`src/rtl/vga_pkg.sv`:
```
// Shared definitions for the VGA frame timer.
// Contents:
//   - default 640x480@60 timing constants and the coordinate width
//   - screen_mode_t: the active screen, decoded to one-hot outputs by the timer
//   - next_mode(): fixed-priority request arbitration (start > game > wait)
package vga_pkg;

    localparam int unsigned CNT_W         = 10;

    localparam int unsigned H_VISIBLE_DEF = 640;
    localparam int unsigned H_FP_DEF      = 16;
    localparam int unsigned H_SYNC_DEF    = 96;
    localparam int unsigned H_BP_DEF      = 48;
    localparam int unsigned V_VISIBLE_DEF = 480;
    localparam int unsigned V_FP_DEF      = 10;
    localparam int unsigned V_SYNC_DEF    = 2;
    localparam int unsigned V_BP_DEF      = 33;
    localparam int unsigned PIPE_DLY_DEF  = 2;

    typedef enum logic [1:0] {
        MODE_START = 2'd0,
        MODE_GAME  = 2'd1,
        MODE_WAIT  = 2'd2
    } screen_mode_t;

    // No request pending keeps the current screen.
    function automatic screen_mode_t next_mode(input logic         start_req,
                                               input logic         game_req,
                                               input logic         wait_req,
                                               input screen_mode_t cur);
        if (start_req) begin
            return MODE_START;
        end else if (game_req) begin
            return MODE_GAME;
        end else if (wait_req) begin
            return MODE_WAIT;
        end
        return cur;
    endfunction

endpackage

```
`src/rtl/vga_frame_timer_if.sv`:
```
// Signal bundle between the game side (master) and the frame timer (slave).
// master drives: pix_en, start_req, game_req, wait_req
// slave drives : DrawX, DrawY, start_state, game_state, wait_state,
//                hsync, vsync, vid_de, frame_start, line_start
interface vga_frame_timer_if;
    import vga_pkg::*;

    logic             pix_en;
    logic             start_req;
    logic             game_req;
    logic             wait_req;
    logic [CNT_W-1:0] DrawX;
    logic [CNT_W-1:0] DrawY;
    logic             start_state;
    logic             game_state;
    logic             wait_state;
    logic             hsync;
    logic             vsync;
    logic             vid_de;
    logic             frame_start;
    logic             line_start;

    modport master (
        output pix_en, start_req, game_req, wait_req,
        input  DrawX, DrawY, start_state, game_state, wait_state,
        input  hsync, vsync, vid_de, frame_start, line_start
    );

    modport slave (
        input  pix_en, start_req, game_req, wait_req,
        output DrawX, DrawY, start_state, game_state, wait_state,
        output hsync, vsync, vid_de, frame_start, line_start
    );

endinterface

```
`src/rtl/sync_delay_line.sv`:
```
// Enable-gated shift register used to align sync/DE with the renderer pipeline.
// Ports:
//   clk, rst_n : clock, asynchronous active-low reset
//   en         : shift enable (pixel tick)
//   din        : undelayed bit
//   dout       : din delayed by DEPTH enabled ticks
// Parameters: DEPTH (>= 1), RST_VAL (inactive level loaded into every stage).
module sync_delay_line #(
    parameter int unsigned DEPTH   = 2,
    parameter logic        RST_VAL = 1'b1
) (
    input  logic clk,
    input  logic rst_n,
    input  logic en,
    input  logic din,
    output logic dout
);

    logic [DEPTH-1:0] sr_q;

    always_ff @(posedge clk or negedge rst_n) begin
        if (!rst_n) begin
            sr_q <= {DEPTH{RST_VAL}};
        end else if (en) begin
            sr_q[0] <= din;
            for (int i = 1; i < DEPTH; i++) begin
                sr_q[i] <= sr_q[i-1];
            end
        end
    end

    assign dout = sr_q[DEPTH-1];

endmodule

```
`src/rtl/vga_frame_timer.sv`:
```
// Raster timing source: pixel coordinates, delayed syncs/DE, line/frame pulses and
// one-hot screen-mode selects.
// Ports:
//   clk, rst_n : single clock, asynchronous active-low reset
//   bus        : vga_frame_timer_if.slave (pix_en, mode requests in; coordinates,
//                mode selects, hsync/vsync/vid_de, frame_start/line_start out)
// Configuration macro VGA_MODE_FRAME_SYNC_EN:
//   defined   -> mode latches only on the (HT-1,VT-1)->(0,0) wrap tick
//   undefined -> mode follows the requests on every pixel tick (may tear mid-frame)
module vga_frame_timer
    import vga_pkg::*;
#(
    parameter int unsigned H_VISIBLE = H_VISIBLE_DEF,
    parameter int unsigned H_FP      = H_FP_DEF,
    parameter int unsigned H_SYNC    = H_SYNC_DEF,
    parameter int unsigned H_BP      = H_BP_DEF,
    parameter int unsigned V_VISIBLE = V_VISIBLE_DEF,
    parameter int unsigned V_FP      = V_FP_DEF,
    parameter int unsigned V_SYNC    = V_SYNC_DEF,
    parameter int unsigned V_BP      = V_BP_DEF,
    parameter int unsigned PIPE_DLY  = PIPE_DLY_DEF
) (
    input  logic          clk,
    input  logic          rst_n,
    vga_frame_timer_if.slave bus
);

    localparam int unsigned HT = H_VISIBLE + H_FP + H_SYNC + H_BP;
    localparam int unsigned VT = V_VISIBLE + V_FP + V_SYNC + V_BP;

    localparam logic [CNT_W-1:0] H_LAST = CNT_W'(HT - 1);
    localparam logic [CNT_W-1:0] V_LAST = CNT_W'(VT - 1);
    localparam logic [CNT_W-1:0] H_VIS  = CNT_W'(H_VISIBLE);
    localparam logic [CNT_W-1:0] V_VIS  = CNT_W'(V_VISIBLE);
    localparam logic [CNT_W-1:0] HS_BEG = CNT_W'(H_VISIBLE + H_FP);
    localparam logic [CNT_W-1:0] HS_END = CNT_W'(H_VISIBLE + H_FP + H_SYNC - 1);
    localparam logic [CNT_W-1:0] VS_BEG = CNT_W'(V_VISIBLE + V_FP);
    localparam logic [CNT_W-1:0] VS_END = CNT_W'(V_VISIBLE + V_FP + V_SYNC - 1);

    logic [CNT_W-1:0] h_cnt_q, h_cnt_d;
    logic [CNT_W-1:0] v_cnt_q, v_cnt_d;
    logic             line_start_q, line_start_d;
    logic             frame_start_q, frame_start_d;
    screen_mode_t     mode_q, mode_d;
    logic             h_wrap, v_wrap;
    logic             hs_raw, vs_raw, de_raw;

    // Next-state logic
    always_comb begin
        h_wrap  = (h_cnt_q == H_LAST);
        v_wrap  = (v_cnt_q == V_LAST);
        h_cnt_d = h_wrap ? '0 : h_cnt_q + 1'b1;
        v_cnt_d = v_cnt_q;
        if (h_wrap) begin
            v_cnt_d = v_wrap ? '0 : v_cnt_q + 1'b1;
        end

        // Pulses are recomputed every clk, so a held-off pix_en drops them after one clk.
        line_start_d  = bus.pix_en && h_wrap;
        frame_start_d = bus.pix_en && h_wrap && v_wrap;

`ifdef VGA_MODE_FRAME_SYNC_EN
        mode_d = frame_start_d ? next_mode(bus.start_req, bus.game_req, bus.wait_req, mode_q)
                               : mode_q;
`else
        mode_d = bus.pix_en ? next_mode(bus.start_req, bus.game_req, bus.wait_req, mode_q)
                            : mode_q;
`endif
    end

    // State registers
    always_ff @(posedge clk or negedge rst_n) begin
        if (!rst_n) begin
            h_cnt_q       <= '0;
            v_cnt_q       <= '0;
            line_start_q  <= 1'b0;
            frame_start_q <= 1'b0;
            mode_q        <= MODE_START;
        end else begin
            if (bus.pix_en) begin
                h_cnt_q <= h_cnt_d;
                v_cnt_q <= v_cnt_d;
            end
            line_start_q  <= line_start_d;
            frame_start_q <= frame_start_d;
            mode_q        <= mode_d;
        end
    end

    // Undelayed sync/DE for the coordinates currently presented on DrawX/DrawY
    always_comb begin
        hs_raw = !((h_cnt_q >= HS_BEG) && (h_cnt_q <= HS_END));
        vs_raw = !((v_cnt_q >= VS_BEG) && (v_cnt_q <= VS_END));
        de_raw = (h_cnt_q < H_VIS) && (v_cnt_q < V_VIS);
    end

    sync_delay_line #(.DEPTH(PIPE_DLY), .RST_VAL(1'b1)) u_hsync_dly (
        .clk  (clk),
        .rst_n(rst_n),
        .en   (bus.pix_en),
        .din  (hs_raw),
        .dout (bus.hsync)
    );

    sync_delay_line #(.DEPTH(PIPE_DLY), .RST_VAL(1'b1)) u_vsync_dly (
        .clk  (clk),
        .rst_n(rst_n),
        .en   (bus.pix_en),
        .din  (vs_raw),
        .dout (bus.vsync)
    );

    sync_delay_line #(.DEPTH(PIPE_DLY), .RST_VAL(1'b0)) u_de_dly (
        .clk  (clk),
        .rst_n(rst_n),
        .en   (bus.pix_en),
        .din  (de_raw),
        .dout (bus.vid_de)
    );

    // Output decode; an illegal mode encoding falls back to the start screen so the
    // selects stay one-hot.
    always_comb begin
        bus.start_state = 1'b0;
        bus.game_state  = 1'b0;
        bus.wait_state  = 1'b0;
        case (mode_q)
            MODE_GAME: bus.game_state  = 1'b1;
            MODE_WAIT: bus.wait_state  = 1'b1;
            default:   bus.start_state = 1'b1;
        endcase
    end

    assign bus.DrawX       = h_cnt_q;
    assign bus.DrawY       = v_cnt_q;
    assign bus.line_start  = line_start_q;
    assign bus.frame_start = frame_start_q;

endmodule

```
`src/flat_wrapper.sv`:
```
// flat-port wrapper written by rule: the top's interface ports become plain ports
module vga_frame_timer_flat import vga_pkg::*;
#(
    parameter int unsigned H_VISIBLE = H_VISIBLE_DEF,
    parameter int unsigned H_FP      = H_FP_DEF,
    parameter int unsigned H_SYNC    = H_SYNC_DEF,
    parameter int unsigned H_BP      = H_BP_DEF,
    parameter int unsigned V_VISIBLE = V_VISIBLE_DEF,
    parameter int unsigned V_FP      = V_FP_DEF,
    parameter int unsigned V_SYNC    = V_SYNC_DEF,
    parameter int unsigned V_BP      = V_BP_DEF,
    parameter int unsigned PIPE_DLY  = PIPE_DLY_DEF
)
  (clk, rst_n, bus_pix_en, bus_start_req, bus_game_req, bus_wait_req, bus_DrawX, bus_DrawY, bus_start_state, bus_game_state, bus_wait_state, bus_hsync, bus_vsync, bus_vid_de, bus_frame_start, bus_line_start);
  vga_frame_timer_if bus_i ();
  input  logic clk;
  input  logic rst_n;
  input wire logic [$bits(bus_i.pix_en)-1:0] bus_pix_en;
  input wire logic [$bits(bus_i.start_req)-1:0] bus_start_req;
  input wire logic [$bits(bus_i.game_req)-1:0] bus_game_req;
  input wire logic [$bits(bus_i.wait_req)-1:0] bus_wait_req;
  output wire logic [$bits(bus_i.DrawX)-1:0] bus_DrawX;
  output wire logic [$bits(bus_i.DrawY)-1:0] bus_DrawY;
  output wire logic [$bits(bus_i.start_state)-1:0] bus_start_state;
  output wire logic [$bits(bus_i.game_state)-1:0] bus_game_state;
  output wire logic [$bits(bus_i.wait_state)-1:0] bus_wait_state;
  output wire logic [$bits(bus_i.hsync)-1:0] bus_hsync;
  output wire logic [$bits(bus_i.vsync)-1:0] bus_vsync;
  output wire logic [$bits(bus_i.vid_de)-1:0] bus_vid_de;
  output wire logic [$bits(bus_i.frame_start)-1:0] bus_frame_start;
  output wire logic [$bits(bus_i.line_start)-1:0] bus_line_start;
  assign bus_i.pix_en = bus_pix_en;
  assign bus_i.start_req = bus_start_req;
  assign bus_i.game_req = bus_game_req;
  assign bus_i.wait_req = bus_wait_req;
  assign bus_DrawX = bus_i.DrawX;
  assign bus_DrawY = bus_i.DrawY;
  assign bus_start_state = bus_i.start_state;
  assign bus_game_state = bus_i.game_state;
  assign bus_wait_state = bus_i.wait_state;
  assign bus_hsync = bus_i.hsync;
  assign bus_vsync = bus_i.vsync;
  assign bus_vid_de = bus_i.vid_de;
  assign bus_frame_start = bus_i.frame_start;
  assign bus_line_start = bus_i.line_start;
  vga_frame_timer #(.H_VISIBLE(H_VISIBLE), .H_FP(H_FP), .H_SYNC(H_SYNC), .H_BP(H_BP), .V_VISIBLE(V_VISIBLE), .V_FP(V_FP), .V_SYNC(V_SYNC), .V_BP(V_BP), .PIPE_DLY(PIPE_DLY)) u_core (.clk(clk), .rst_n(rst_n), .bus(bus_i));
endmodule
```
`config.mk`:
```
export PLATFORM = sky130hd
export DESIGN_NAME = vga_frame_timer_flat
export DESIGN_NICKNAME = d
export VERILOG_FILES = /design/src/rtl/vga_pkg.sv /design/src/rtl/vga_frame_timer_if.sv /design/src/rtl/sync_delay_line.sv /design/src/rtl/vga_frame_timer.sv /design/src/flat_wrapper.sv
export SDC_FILE = /design/constraint.sdc
export NUM_CORES = 1
export LEC_CHECK = 0
export ABC_AREA = 1
export ABC_CLOCK_PERIOD_IN_PS = 1700
export CORE_UTILIZATION = 51
export DETAILED_ROUTE_END_ITERATION = 7
export PLACE_DENSITY = 0.9
export SYNTH_ARGS = -nofsm -noshare
export SYNTH_HDL_FRONTEND = slang
export SYNTH_SLANG_ARGS = --single-unit
```
`constraint.sdc`:
```
create_clock -name clk -period 1.7 [get_ports clk]
set_input_delay 0.34 -clock clk [delete_from_list [all_inputs] [get_ports clk]]
set_output_delay 0.34 -clock clk [all_outputs]
set_load 0.01 [all_outputs]
```
; ---- After elaboration in Yosys (flattened, before gate mapping)
; Index checks and enable logic that the tools add are counted.
[totals]
reg_bits = 30
latch_bits = 0
mem_bits_rw = 0
romBits = 0
inputBits = 6
wordCells = 41
n_memories = 0
[classes]
add_sub_neg = 2
n_mul = 0
n_div = 0
order_cmp = 6
n_eq_ne = 4
n_shift = 0
n_mux = 11
bitwise = 0
n_reduce_logical = 10
[op_table]
columns = operator, count
row1 = 10-bit by 1-bit adder with 10-bit output (second input constant), 2
row2 = 10-bit == test (second input constant), 2
row3 = 10-bit two-way mux, 2
row4 = 10-bit greater-or-equal comparator (second input constant), 1
row5 = 10-bit by 9-bit greater-or-equal comparator with 1-bit output (second input constant), 1
row6 = 10-bit less-or-equal comparator (second input constant), 1
row7 = 10-bit by 9-bit less-or-equal comparator with 1-bit output (second input constant), 1
row8 = 10-bit < comparator (second input constant), 1
row9 = 10-bit by 9-bit < comparator with 1-bit output (second input constant), 1
row10 = 1-bit two-way mux, 6
row11 = 2-bit two-way mux, 3
row12 = 1-bit logical AND, 5
row13 = 2-bit AND reduction, 2
row14 = 2-bit by 1-bit == test with 1-bit output (second input constant), 1
row15 = 2-bit == test (second input constant), 1
row16 = 1-bit zero test, 2
row17 = 2-bit OR reduction, 1

; ---- Longest topological paths before layout
; Gate-level depths: netlist of run 1.
[logic_depth]
word_depth = 4
ltp_mapped = 9

; ---- Modules after synthesis
; From an unflattened synthesis of run 1, not the netlist that was laid out.
[hier_totals]
hier_cells = 204
hier_area_um2 = 1621.6
[modules_own_cells]
columns = module, instances, cells_per_inst, area_each_um2, seq_area_each_um2
row1 = vga_frame_timer, 1, 177, 1387.6, 600.6
row2 = sync_delay_line at u_core.u_hsync_dly ..., 2, 9, 78.8, 52.6
row3 = sync_delay_line at u_core.u_de_dly, 1, 9, 76.3, 50.0

; ---- Least setup slack after synthesis of run 1
; OpenSTA, ideal clock, no wires.
[synth_path]
path_type = flip-flop to flip-flop
startpoint = reg u_core.h_cnt_q[0], in the netlist u_core.bus.DrawX[0]
endpoint = reg u_core.v_cnt_q[5], in the netlist u_core.bus.DrawY[5]
setup_ns = 0.122
t_arrival_ns = 1.373
path_slack_ns = 0.205
path_stages_with_launch = 10
n_path_buf = 1
synth_period_minus_slack_ns = 1.495
cell_sequence = dfrtp_1 > ha_1 > nand2_2 > nor2_4 > nand3_2 > nor2_4 > inv_2 > buf_6 > nand2_1 > o21ai_2
[synth_between]
elab_chain_len = 2
[synth_rtl]
columns = element, line
row1 = "start, declared", vga_frame_timer.sv:40  ; logic [CNT_W-1:0] h_cnt_q, h_cnt_d;
row2 = "start signal, assigned", vga_frame_timer.sv:81  ; h_cnt_q <= h_cnt_d;
row3 = 10-bit == test, vga_frame_timer.sv:50  ; h_wrap = (h_cnt_q == H_LAST);
row4 = 2-bit AND reduction (no line), --
row5 = "end signal, assigned", vga_frame_timer.sv:82  ; v_cnt_q <= v_cnt_d;
row6 = "end, declared", vga_frame_timer.sv:41  ; logic [CNT_W-1:0] v_cnt_q, v_cnt_d;
; No other way between the ends.
; A chain may end at the register's enable or synchronous reset.

; ---- Worst setup path after layout of run 1
[layout_path]
startpoint = reg u_core.v_cnt_q[0], in the netlist u_core.bus.DrawY[0]
endpoint = out bus_DrawY[0]
[layout_rtl]
columns = element, line
row1 = "end, declared", flat_wrapper.sv:23  ; output wire logic [$bits(bus_i.DrawY)-1:0] bus_DrawY;
; No word-level cell between the ends.

==> results of run 1 <==
## timing repair
action                                  CTS  global route
endpoints found under the setup margin   11            16
buffers inserted                          0            14
gates resized for setup                  11             8
## final cells by class
| cell class | count | area, um2 | area share |
|---|---|---|---|
| multi-input cells | 150 | 789.5 | 0.3494 |
| well taps | 44 | 55.05 | 0.02436 |
| clock inverters | 1 | 5.005 | 0.002215 |
| flip-flops and latches | 30 | 767.0 | 0.3394 |
| clock buffers | 7 | 55.05 | 0.02436 |
| inverters | 28 | 105.1 | 0.04651 |
| repair buffers | 53 | 483.0 | 0.2137 |
## cells by family after synthesis
group	after synthesis	share of synthesized area
xor gates and xnor gates	7	0.03649
and+or+nand+nor	115	0.3112
buffers and inverters	33	0.08041
adders and majority gates	6	0.04467
AOI/OAI and AO/OA	22	0.07744
DFF	30	0.4497
## worst paths after layout
check                                            from                          to  slack, ns  cells after the start
max                               u_core.bus.DrawY[0]                bus_DrawY[0]       0.03                      1
min reg2reg                u_core.u_hsync_dly.sr_q[1]  u_core.u_hsync_dly.sr_q[1]       0.47                      2
min in group clk           u_core.u_hsync_dly.sr_q[1]  u_core.u_hsync_dly.sr_q[1]       0.47                      2
min                                             rst_n         u_core.bus.DrawY[1]       0.37                      2
max reg2reg                       u_core.bus.DrawY[0]         u_core.bus.DrawY[1]       0.08                      7
max in group asynchronous                       rst_n  u_core.u_hsync_dly.sr_q[0]       1.00                      2
## power groups by stage
stage	registers, mW	clock network, mW	logic [mW]
final	0.974	0.454	0.797
after global routing	0.992	0.491	0.876
after CTS	0.983	0.454	0.715
after detailed placement	0.991	0	0.718
after global placement	0.987	0	0.701
after floorplan	1.01	0	0.337
## layer usage
metal / vias up / part of all wire / track usage / routed length, um
li1: 797 / - / - / -
met1: 760 / 0.43 / 0.3018 / 1762
met2: 72 / 0.49 / 0.3917 / 2007
met3: 14 / 0.066 / 0.08297 / 273
met4: 0 / 0.023 / 0.1020 / 95
met5: - / 0 / 0 / 0
## Yosys cell counts, types with 4 or more instances
library cell  instances
a21oi_1               7
dfrtp_1              26
dfstp_2               4
ha_1                  6
inv_1                27
nand2_1              52
nand3_1              23
nand4_1               6
nor2_1               22
nor3_1                5
o21ai_0               8
o21ai_2               4
xor2_1                5
## metrics by stage
stage | total power [mW] | hold WS [ns] | instance area [um2] | setup TNS [ns]
2_1_floorplan | 1.351 | 0.04441 | 1680 | 0
3_3_place_gp | 1.688 | 0.4471 | 2081 | 0
3_5_place_dp | 1.710 | 0.4587 | 2081 | 0
4_1_cts | 2.152 | 0.3841 | 2142 | 0
5_1_grt | 2.359 | 0.4177 | 2260 | -0.1113
6_report | 2.225 | 0.3664 | 2260 | 0
## sequential cells by signal, summed over array words and instances (netlist names)
register and flops:
u_core.bus.DrawX 10, u_core.bus.DrawY 10, u_core.mode_q 2, u_core.u_de_dly.sr_q 2, u_core.u_hsync_dly.sr_q 2, u_core.u_vsync_dly.sr_q 2, u_core.bus.frame_start 1, u_core.bus.line_start 1
==> qor.yml, run 1 <==
outcome:
  outcome: "finished clean"
placement:
  io_buffers: 33
  placedCellCount: 291
  pre_cts_ws_ns: 0.01805
  place_congestion: 0.9560
  dpl.hpwl_um: 2722
cts:
  numCtsBuffers: 5
  tritoncts: "yes"
  cts.sinks: 30
  hold_buffers: 0
  clockBufferDepth: 2
  h-tree-depth: 2
  cts.clk_slew.worst_paths_ns: 0.11
  clock-root-buffer: "clkbuf_4"
  clock_latency_ns: 0.34
setup_path:
  cpPeakStageDelay_ns: 0.55
  critPathBufInv: 1
  end_kind: "output port"
  cpMaxStageDelayCell: "clkdlybuf4s50_1"
  cpLargestDelayFamily: "buffers and inverters"
  worstSetupPathType: "reg -> out"
  required_ns: 1.36
  cp_max_fo: 6
  arrival_ns: 1.33
  worstSetupStartpointType: "register"
  crit_chain: "clkdlybuf4s50_1"
run:
  max_cap_violations: 0
power:
  pwr-share-clk: 0.204
  net-switching-power_mw: 0.8064
  intPower_mw: 1.419
  pwr-share-seq: 0.438
  p_sw_frac: 0.3624
  comb_power_share: 0.358
  p_leak_nw: 1.139
  ir_drop_mv: 0.7448
  p_per_area_nw_per_um2: 984.8
synth:
  synth.distinct_cells: 27
  synth_top_area_frac: 0.3872
  yosysTopAreaCell: "dfrtp_1"
  syn_avg_cell_area_um2: 7.889
  synthTopCellsByArea: "dfrtp_1, nand2_1, nand3_1"
  synth_seq_cells: 30
  syn-num-nets: 225
  syn_inst: 213
  async_flop_share: 1.000
  netlist_area_um2: 1680
  synth-seq-area-share: 0.4497
  synth-edff-count: 0
  ys_warn_count: 0
  ys.flop_type: "dfrtp_1"
floorplanning:
  initial_core_util: 0.5459
  core_area_um2: 3078
  rows: 20
  pin_count: 34
  die_h_um: 59.40
  die_area_um2: 3528
  die_w_um: 59.40
timing:
  min_period_over_period: 0.9827
  finClkSkew_ns: 0.01601
  max_freq_mhz: 598.6
  slew_violations: 0
  final-hold-violation-count: 0
  min_period_ns: 1.671
  layout_setup_ws_ns: 0.02941
  worst_pin_slew_ns: 0.3701
  slew-limit-headroom: 0.7533
  setup_viol: 0
global_route:
  grt-ovfl-total: 0
  grt.total_usage: 0.2450
  grt_pass1_wl_um: 6272
  antenna_found_initial: 0
  grt_max_degree: 31
  grt_pass1_vias: 1451
routing:
  drt-total-wl_um: 4138
  via_per_inst: 5.249
  drtPass1Iterations: 5
  wl_per_cell_um: 13.22
  drt.antenna.violating_nets: 0
  drcViolationCount: 0
  num_vias: 1643
  drtIter0Drc: 94
cells_and_area:
  final_common_cell: "nand2_1"
  nets: 280
  area_growth_pct: 34.48
  postLayoutCoreUtil: 0.7341
  antenna_cells: 0
  final_layout_size_suffix_gt1_frac: 0.1896
  fillers: 228
  final_cells: 313
  layout_common_cells: "nand2_1, inv_1, clkdlybuf4s50_1, nand3_1, nor2_1"
min_path:
  hold_path_class: "in -> async"
Note: power is estimated with default switching activity, not from simulation.
==> run 2, diff against run 1 <==
--- a/config.mk
+++ b/config.mk
@@ -6,10 +6,11 @@
 export NUM_CORES = 1
 export LEC_CHECK = 0
 export ABC_AREA = 1
-export ABC_CLOCK_PERIOD_IN_PS = 1700
-export CORE_UTILIZATION = 51
+export CAP_MARGIN = 20
+export CORE_UTILIZATION = 50
 export DETAILED_ROUTE_END_ITERATION = 7
-export PLACE_DENSITY = 0.9
+export PLACE_DENSITY = 0.89
 export SYNTH_ARGS = -nofsm -noshare
 export SYNTH_HDL_FRONTEND = slang
+export SYNTH_HIERARCHICAL = 1
 export SYNTH_SLANG_ARGS = --single-unit
==> run 2 against run 1 <==
  * Global-route usage is 1.8 points lower
  * Design area is 1.7% lower
  * Non-clock buffer count is 2 higher
  * Sequential share of layout area is 0.48 points higher
  * Area after synthesis is 3.5% lower
  * First-iteration DRC count is 28% lower
  * Largest power group unchanged
  * Highest routed layer unchanged
==> qor.yml, run 2 <==
timing:
  worst_pin_slew_ns: 0.3220
  max_freq_mhz: 602.5
  layout_setup_ws_ns: 0.04015
  slew-limit-headroom: 0.7848
  rsz0062_at_grt: "true"
  slew_violations: 0
  final-hold-violation-count: 0
  min_period_ns: 1.660
  setup_viol: 0
  min_period_over_period: 0.9764
  finClkSkew_ns: 0.008986
power:
  pwr-share-clk: 0.288
  intPower_mw: 1.382
  net-switching-power_mw: 0.6025
  comb_power_share: 0.274
  pwr-share-seq: 0.438
  p_sw_frac: 0.3036
  p_leak_nw: 1.115
  ir_drop_mv: 0.5560
  p_per_area_nw_per_um2: 893.5
floorplanning:
  initial_core_util: 0.5311
  die_w_um: 58.95
  core_area_um2: 3053
  die_area_um2: 3475
  rows: 20
  pin_count: 34
  die_h_um: 58.95
synth:
  synthTopCellsByArea: "dfrtp_1, nand2_1, inv_1"
  yosysMostFrequentCell: "nand2_1"
  synth_seq_cells: 30
  synth.distinct_cells: 26
  ys.flop_type: "dfrtp_1"
  synth-edff-count: 0
  syn_avg_cell_area_um2: 7.949
  syn-num-nets: 217
  synth-seq-area-share: 0.4660
  async_flop_share: 1.000
  netlist_area_um2: 1622
  syn_inst: 204
  synth_top_area_frac: 0.4012
  synth_commonest_cells: "nand2_1, inv_1, dfrtp_1, nor2_1, o21ai_0"
  ys_warn_count: 6
  yosysTopAreaCell: "dfrtp_1"
cells_and_area:
  final_layout_size_suffix_gt1_frac: 0.1787
  layout_common_cells: "nand2_1, inv_1, clkdlybuf4s50_1, buf_4, dfrtp_1"
  antenna_cells: 0
  area_growth_pct: 36.96
  postLayoutCoreUtil: 0.7275
  nets: 275
  final_common_cell: "nand2_1"
cts:
  numCtsBuffers: 5
  clockBufferDepth: 2
  cts.clk_slew.worst_paths_ns: 0.10
  hold_buffers: 0
  clock_latency_ns: 0.34
  cts.sinks: 30
  h-tree-depth: 2
  tritoncts: "yes"
  clock-root-buffer: "clkbuf_4"
setup_path:
  arrival_ns: 1.32
  crit_chain: "clkdlybuf4s50_1"
  worstSetupPathType: "reg -> out"
  cpPeakStageDelay_ns: 0.57
  critPathBufInv: 1
  end_kind: "output port"
  cp_max_fo: 4
  worstSetupStartpointType: "register"
  cpMaxStageDelayCell: "clkdlybuf4s50_1"
  required_ns: 1.36
  cpLargestDelayFamily: "buffers and inverters"
routing:
  drt-total-wl_um: 3754
  drtPass1Iterations: 4
  via_per_inst: 4.948
  wl_per_cell_um: 12.23
  drt.antenna.violating_nets: 0
  drcViolationCount: 0
  num_vias: 1519
  drtIter0Drc: 68
global_route:
  grt-ovfl-total: 0
  grt.total_usage: 0.2266
  antenna_found_initial: 0
  grt_pass1_wl_um: 5789
  grt_max_degree: 20
  grt_pass1_vias: 1329
placement:
  dpl.hpwl_um: 2549
  place_congestion: 0.9164
  pre_cts_ws_ns: -0.01506
  io_buffers: 33
run:
  max_cap_violations: 0
min_path:
  hold_path_class: "in -> async"
outcome:
  outcome: "finished clean"
==> run 2: changes by cell type after synthesis, sizes merged, moves of 2 or more <==
cell	before	now
a21oi	7	4
inv	28	31
nand2	53	57
nand3	24	12
nor2	24	20
nor3	6	4
o211ai	0	2
o21ai	12	14
or2	0	2
==> run 2: layout make-up <==
| class | count | area, um2 |
|---|---|---|
| fill | 219 | 832.0 |
| sequential | 30 | 764.5 |
| multi-input combinational | 139 | 718.2 |
| timing repair buffer | 55 | 489.2 |
| inverter | 31 | 116.4 |
| tap | 44 | 55.05 |
| clock inverter | 3 | 40.04 |
| clock buffer | 5 | 37.54 |
==> run 2: worst paths after layout <==
check	startpoint	to	slack, ns	cells after the start
worst max-delay path	u_core/bus.DrawX[1]	bus_DrawX[1]	0.04	1
worst min-delay path	rst_n	u_core/bus.DrawY[6]	0.32	2
worst max register to register	u_core/bus.DrawX[1]	u_core/bus.DrawY[8]	0.10	7
worst min register to register	u_core/u_hsync_dly/sr_q[1]	u_core/u_hsync_dly/sr_q[1]	0.46	2
max in group asynchronous	rst_n	u_core/u_hsync_dly/sr_q[0]	1.08	2
min in group clk	u_core/u_hsync_dly/sr_q[1]	u_core/u_hsync_dly/sr_q[1]	0.46	2
==> run 2: cells by family (layout without fill, tap and decap cells) <==
group,count (synthesis),after routing,share of synthesized area
XOR/XNOR,7,7,0.03781
AND/OR/NAND/NOR,103,103,0.2762
flip-flops,30,30,0.4660
buffers and inverters,35,94,0.09104
adder cells (fa/ha/maj),7,7,0.05401
AO/OA/AOI/OAI,22,22,0.07485
==> run 2: metrics by stage <==
step                total power [mW]  hold WS, ns  cells  setup TNS, ns  area [um2]
floorplan                      1.116      0.04441    204              0        1622
global placement               1.364       0.4440    284              0        2028
detailed placement             1.377       0.4521    284       -0.02177        2028
CTS                            1.974       0.3068    298              0        2151
global route                   2.091       0.3248    307       -0.01943        2221
finish                         1.984       0.3158    307              0        2221
==> run 2: what timing repair did <==
item                                    CTS  global route
resized for setup                        12             2
endpoints found under the setup margin   17            12
buffers inserted                          6             9
==> run 2: power by group through the flow <==
stage / combinational, mW / sequential, mW / clock, mW
3_3_place_gp: 0.452 / 0.912 / 0
5_1_grt: 0.600 / 0.881 / 0.610
3_5_place_dp: 0.465 / 0.912 / 0
6_report: 0.544 / 0.870 / 0.571
2_1_floorplan: 0.186 / 0.930 / 0
4_1_cts: 0.520 / 0.872 / 0.583
==> run 2: metal layers <==
metal,wire length (um),track usage,vias up,part of all wire
met3,145,0.05934,5,0.039
met1,1687,0.2890,716,0.45
met2,1858,0.3685,44,0.49
met4,63,0.08844,0,0.017
li1,-,-,754,-
met5,0,0,-,0
